<file path="src/rtl/nibble_deser.sv">
// Serial-to-nibble deserializer with selectable bit order, a BCD range check and an
// up/down sequence checker that compares each nibble against the previous one.
module nibble_deser #(
    parameter int CHECK_SEQ = 1
) (
    input  logic       clk,
    input  logic       rstn,
    input  logic       En,
    input  logic       start,
    input  logic       sin,
    input  logic       dir,
    input  logic       bcd,
    input  logic       up,
    output logic [3:0] Q,
    output logic       valid,
    output logic       range_err,
    output logic       seq_err
);

    localparam logic IDLE  = 1'b0;
    localparam logic SHIFT = 1'b1;

    logic       state;
    logic [1:0] cnt;
    logic [3:0] sh;
    logic       dir_l;
    logic       bcd_l;
    logic       up_l;
    logic       has_prev;

    logic [3:0] nxt_sh;
    logic [3:0] succ;
    logic       seq_hit;

    // Bit order is fixed by the mode latched at frame start, not the live input.
    assign nxt_sh = dir_l ? {sin, sh[3:1]} : {sh[2:0], sin};

    always_comb begin
        succ = 4'd0;
        if (bcd_l) begin
            if (Q > 4'd9) begin
                succ = up_l ? 4'd0 : 4'd9;
            end else if (up_l) begin
                succ = (Q == 4'd9) ? 4'd0 : Q + 4'd1;
            end else begin
                succ = (Q == 4'd0) ? 4'd9 : Q - 4'd1;
            end
        end else begin
            succ = up_l ? Q + 4'd1 : Q - 4'd1;
        end
    end

    assign seq_hit = (CHECK_SEQ != 0) && has_prev && (nxt_sh != succ);

    always_ff @(posedge clk or negedge rstn) begin
        if (!rstn) begin
            state     <= IDLE;
            cnt       <= 2'd0;
            sh        <= 4'd0;
            dir_l     <= 1'b0;
            bcd_l     <= 1'b0;
            up_l      <= 1'b0;
            has_prev  <= 1'b0;
            Q         <= 4'd0;
            valid     <= 1'b0;
            range_err <= 1'b0;
            seq_err   <= 1'b0;
        end else begin
            // Status outputs are single-cycle pulses regardless of En.
            valid     <= 1'b0;
            range_err <= 1'b0;
            seq_err   <= 1'b0;
            if (En) begin
                case (state)
                    IDLE: begin
                        if (start) begin
                            state <= SHIFT;
                            cnt   <= 2'd1;
                            dir_l <= dir;
                            bcd_l <= bcd;
                            up_l  <= up;
                            sh    <= dir ? {sin, 3'b000} : {3'b000, sin};
                        end
                    end
                    SHIFT: begin
                        sh  <= nxt_sh;
                        cnt <= cnt + 2'd1;
                        if (cnt == 2'd3) begin
                            state     <= IDLE;
                            cnt       <= 2'd0;
                            Q         <= nxt_sh;
                            valid     <= 1'b1;
                            range_err <= bcd_l && (nxt_sh > 4'd9);
                            seq_err   <= seq_hit;
                            has_prev  <= 1'b1;
                        end
                    end
                    default: state <= IDLE;
                endcase
            end
        end
    end

endmodule

</file>
<file path="config.mk">
export PLATFORM = sky130hd
export DESIGN_NAME = nibble_deser
export DESIGN_NICKNAME = d
export VERILOG_FILES = /design/src/rtl/nibble_deser.sv
export SDC_FILE = /design/constraint.sdc
export NUM_CORES = 1
export LEC_CHECK = 0
export ABC_AREA = 0
export CAP_MARGIN = 20
export CORE_MARGIN = 3
export CORE_UTILIZATION = 47
export DETAILED_ROUTE_END_ITERATION = 16
export GPL_TIMING_DRIVEN = 1
export PLACE_DENSITY_LB_ADDON = 0.12
export RECOVER_POWER = 100
export SLEW_MARGIN = 20
export SYNTH_ARGS = -nofsm -noshare
export SYNTH_HDL_FRONTEND = slang
export SYNTH_SLANG_ARGS = --single-unit
</file>
<file path="constraint.sdc">
create_clock -name clk -period 1.7 [get_ports clk]
set_input_delay 0.255 -clock clk [delete_from_list [all_inputs] [get_ports clk]]
set_output_delay 0.255 -clock clk [all_outputs]
set_load 0.1 [all_outputs]
</file>
==> metrics.txt, run 1 <==
most common cell after layout, fill and taps aside=dfrtp_1; count of cell types in the netlist=33; CTS buffer count=3; Core Area=2042 um^2; sequential fraction of the synthesis area=0.4265; clock sink count=18; Multi-input gate area=575.6 um^2; gr usage total=0.1654; vias per cell=5.386; RR Endpoint=seq_err; initial core utilization=0.5172; Worst setup EP type=flop; commonest cells after routing, fill and taps aside=14 x dfrtp_1, 12 x nand2_1, 8 x o21ai_0, 8 x nor2_1, 6 x clkbuf_4; critical path class=flop to flop; CTS HTree Levels=1; total gr overflow=0; clk root buf=clkbuf_4; post-route cell area=1341 um^2; Setup Buffers After CTS=0; routed via count=824; global-route wire length before repair=3463 um; Die Span Y=53.40 um; Arr. time, crit path=1850 ps; FF-to-FF Start=Q[0]; row count=16; share of layout cells above drive strength 1=0.2698; Chip Width=53.40 um; Final Max Slew Viols=0; Sequential cell area=460.4 um^2; syn_area_per_cell=9.869 um^2; Final Routed Wirelength=1989 um; crit-path max FO=5; Setup-failing EPs final=0; reg2reg path depth=8; Hold Crit Depth=1; Final period util=0.9892; post-synthesis cell count=107; hold_buf cts=0; drc violations=0; DR pass1 iterations=4; Final Hold Viols=0; I/O Buffers=14; YS warnings=0; hold path startpoint=has_prev; initial antenna violation count=0; average wire per standard cell=13.00 um; Mapped Area=1056 um^2; Layout Nets=139; CTS max path bufs=2; f_max=0.5947 GHz; hold slack=479.9 ps; critical path required time=1870 ps; I/O pins=15; RSZ-0062 raised after global routing=yes; HP Class=flop to flop; worst hold endpoint=has_prev; crit path from=Q[0]; Tmin final=1682 ps; ant diodes=0; Max-Cap Viols=0; fill count=174; Clock Latency Late Sink=290 ps; largest net degree at the start of global routing=19; Synth Net Count=119; Post-DP HPWL=1578 um; area grow syn2layout=27.01%; crit start category=flop; CTS resizes=1; DR iter-0 viols=12; worst slew pin tran=954.5 ps; flop-to-flop setup slack=20 ps; CTS tree=built; DP Area=1354 um^2; Yosys reg bits=18; max_slew headroom=0.3637; clk_skew=2.672 ps; die area=2852 um^2; post-route ant nets=0; global placer's final weighted congestion=0.7842; outcome=complete, no violations; Reg clk slew, reported paths=90 ps; vias in the first global route=790
[state kept, by name, summed over array words and instances, names as in the netlist]
register and cells:
Q 4, bcd_l 1, cnt 2, dir_l 1, has_prev 1, range_err 1
seq_err 1, sh 4, state 1, up_l 1, valid 1
[worst max-delay path by stage]
stage,cells past startpoint,slack (ps),to
floorplan,8,-110,seq_err
global placement,8,30,seq_err
detailed placement,8,10,seq_err
CTS,8,8,seq_err
global route,8,-90,seq_err
finish,8,20,seq_err
[kinds of logic (layout without fill, tap and decap cells)]
kind of cell / Yosys count / count (layout) / share of synthesized area
muxes: 9 / 9 / 0.09005
adders and majority gates: 4 / 4 / 0.04740
xor gates and xnor gates: 8 / 8 / 0.06635
buffers and inverters: 12 / 31 / 0.05450
DFF: 18 / 18 / 0.4265
AOI/OAI and AO/OA: 24 / 24 / 0.1754
and+or+nand+nor: 32 / 32 / 0.1398
[worst max-delay path: stages, from the launching register on]
cell      delay [ps]
dfrtp_4          510
inv_2             70
ha_4             170
nand2b_4          60
o211ai_1         200
nand2_1          110
a21oi_2          160
xor2_1           180
a41oi_2          100
[through the flow]
step                setup TNS, ps  cells  utilization  worst slack [ps]
floorplan                  -108.9    107            -            -108.9
global route               -90.48    153       0.6569            -90.48
CTS                             0    153       0.6844             7.805
global placement                0    149       0.6630             31.06
finish                          0    153       0.6569             18.38
detailed placement              0    149       0.6630             12.39
[final cells by class]
| type | instances | share of cell area |
|---|---|---|
| Clock buffer | 4 | 0.02705 |
| Tap cell | 27 | 0.02519 |
| Timing Repair Buffer | 22 | 0.1595 |
| Inverter | 5 | 0.01586 |
| Multi-Input combinational cell | 77 | 0.4291 |
| Sequential cell | 18 | 0.3433 |
[per-layer routing]
layer	global-route usage	vias to the layer above	share of wire
li1	-	413	-
met1	0.2067	392	0.45
met2	0.2878	13	0.51
met3	0.01690	6	0.029
met4	0.06383	0	0.014
met5	0	-	0
[Yosys cell counts, drive strengths merged]
master / count / area, um^2
nand3b: 1 / 7.510
clkbuf: 4 / 15.01
nand3: 5 / 25.02
ha: 4 / 50.05
xor2: 5 / 43.79
xnor2: 3 / 26.28
o21bai: 1 / 18.77
nor3: 1 / 5.000
a21oi: 4 / 23.77
a32o: 1 / 10.01
dfrtp: 18 / 450.4
o32a: 1 / 10.01
a31oi: 1 / 6.260
inv: 5 / 18.77
a22oi: 1 / 7.510
nand2: 12 / 45.04
nor3b: 1 / 7.510
nand4b: 1 / 8.760
nor2: 8 / 30.03
o211ai: 1 / 7.510
a221oi: 1 / 8.760
o21ai: 8 / 40.04
nand2b: 3 / 18.77
a41oi: 1 / 16.27
mux2i: 5 / 50.05
a211oi: 1 / 12.51
mux2: 4 / 45.04
buf: 3 / 23.77
a311oi: 1 / 8.760
a21o: 2 / 15.01
Power of run 1 is not shown: default switching activity piles up to over one toggle a cycle in this logic, so the estimate is an artifact.
==> inputs of run 2 (changes only) <==
--- a/config.mk
+++ b/config.mk
@@ -9,6 +9,7 @@
 export CAP_MARGIN = 20
 export CORE_MARGIN = 3
 export CORE_UTILIZATION = 47
+export CTS_CLUSTER_SIZE = 14
 export DETAILED_ROUTE_END_ITERATION = 16
 export GPL_TIMING_DRIVEN = 1
 export PLACE_DENSITY_LB_ADDON = 0.12
==> results of run 2 <==
Final layout, timing and power as in run 1 (identical DEF).
Power of run 2 is left out for the same reason.
==> inputs of run 3 (changes only) <==
--- a/config.mk
+++ b/config.mk
@@ -8,7 +8,8 @@
 export ABC_AREA = 0
 export CAP_MARGIN = 20
 export CORE_MARGIN = 3
-export CORE_UTILIZATION = 47
+export CORE_UTILIZATION = 50
+export CTS_BUF_LIST = sky130_fd_sc_hd__clkbuf_4 sky130_fd_sc_hd__clkbuf_8
 export CTS_CLUSTER_SIZE = 14
 export DETAILED_ROUTE_END_ITERATION = 16
 export GPL_TIMING_DRIVEN = 1
==> metrics.txt, run 3 (same netlist as run 1, synthesis figures left out) <==
Final Routed Wirelength=2255 um; Regs by FF count=Q (4), sh (4), cnt (2); DR pass1 iterations=4; worst slew pin tran=971.1 ps; Final period util=1.022; worst setup margin=-37.28 ps; I/O Buffers=14; average wire per standard cell=15.24 um; clk root buf=clkbuf_4; Setup TNS=-37.28 ps; vias per cell=5.608; CTS tree=built; post-route cell area=1318 um^2; Die Span Y=51.96 um; CP max stage delay=500 ps; Hold Crit Depth=1; area grow syn2layout=24.76%; Worst setup EP type=flop; HP Class=flop to flop; post-route ant nets=0; clk_skew=3.593 ps; Tmin final=1737 ps; critical path's top delay family=compound AO/OA/AOI/OAI gates; CTS buffer count=3; RSZ-0062 raised after global routing=yes; reg2reg path depth=8; Setup Buffers After CTS=0; failing checks=negative setup slack; gr usage total=0.1970; I/O pins=15; WP buf/inv=1; Chip Width=51.96 um; Arr. time, crit path=1900 ps; drc violations=0; initial core utilization=0.5684; crit path cell chain=inv_4 -> ha_2 -> o21bai_4 -> a21o_1 -> a211oi_2 -> a21oi_2 -> xor2_1 -> a41oi_2; hold_buf cts=0; Post-DP HPWL=1736 um; Setup-failing EPs final=1; global placer's final weighted congestion=0.7926; routed via count=830; critical path class=flop to flop; share of layout cells above drive strength 1=0.2602; CTS max path bufs=2; Clock Latency Late Sink=280 ps; Layout Nets=136; Max-Cap Viols=0; ant diodes=0; DR iter-0 viols=23; Core Area=1858 um^2; met3 wire length=106 um; initial antenna violation count=0; DP Area=1329 um^2; global-route wire length before repair=3967 um; hold slack=500.7 ps; largest net degree at the start of global routing=19; f_max=0.5756 GHz; Final Hold Viols=0; max_slew headroom=0.3526; crit-path max FO=3; Final Max Slew Viols=0; CP Depth=8; Max Used Layer=met4; most common cell after layout, fill and taps aside=dfrtp_1; M1 WL=966 um; met2 wire length=1155 um; clock sink count=18; Reg clk slew, reported paths=90 ps; outcome=finished, violations left; commonest cells after routing, fill and taps aside=14 x dfrtp_1, 12 x nand2_1, 8 x o21ai_0, 8 x nor2_1, 6 x clkdlybuf4s50_1; row count=15; die area=2699 um^2; Worst path slowest cell=dfrtp_4; vias in the first global route=839; crit start category=flop; critical path required time=1860 ps; total gr overflow=0; CTS HTree Levels=1
## run 3: final cells by class
cell class              instances  area (um^2)
flip-flops and latches         18        460.4
fillers                       140        540.5
multi-input cells              77        579.3
repair buffers                 19        195.2
well taps                      25        31.28
clock buffers                   4        30.03
inverters                       5        21.27
## run 3: worst paths after layout
check / startpoint / end / slack (ps)
setup / recovery: Q[1] / seq_err / -40
max in group asynchronous: rstn / Q[0] / 370
setup reg to reg: Q[1] / seq_err / -40
hold reg to reg: has_prev / has_prev / 500
hold / removal: has_prev / has_prev / 500
min in group asynchronous: rstn / Q[1] / 640
## run 3: worst reg2reg max path, stage by stage, from the launching register on
cell      delay [ps]
dfrtp_4          500
inv_4             80
ha_2             220
o21bai_4          80
a21o_1           180
a211oi_2         190
a21oi_2           50
xor2_1           180
a41oi_2          120
## run 3: stage by stage
stage                     worst slack [ps]  std cells    util
after global placement               48.38        144  0.7152
after CTS                           -37.12        148  0.7313
after floorplan                     -108.9        107       -
after global routing                -116.4        148  0.7091
final                               -37.28        148  0.7091
after detailed placement            -14.38        144  0.7152
## run 3: layer usage
metal,up-vias,global-route usage
met2,25,0.3389
met5,-,0
li1,403,-
met4,0,0.05240
met3,4,0.02579
met1,398,0.2578
## run 3: what timing repair did
action | CTS | global route
setup endpoints to repair | 1 | 1
pin swaps | 0 | 0
resized for setup | 0 | 2
gates cloned | 0 | 0
Power of run 3 is left out for the same reason.
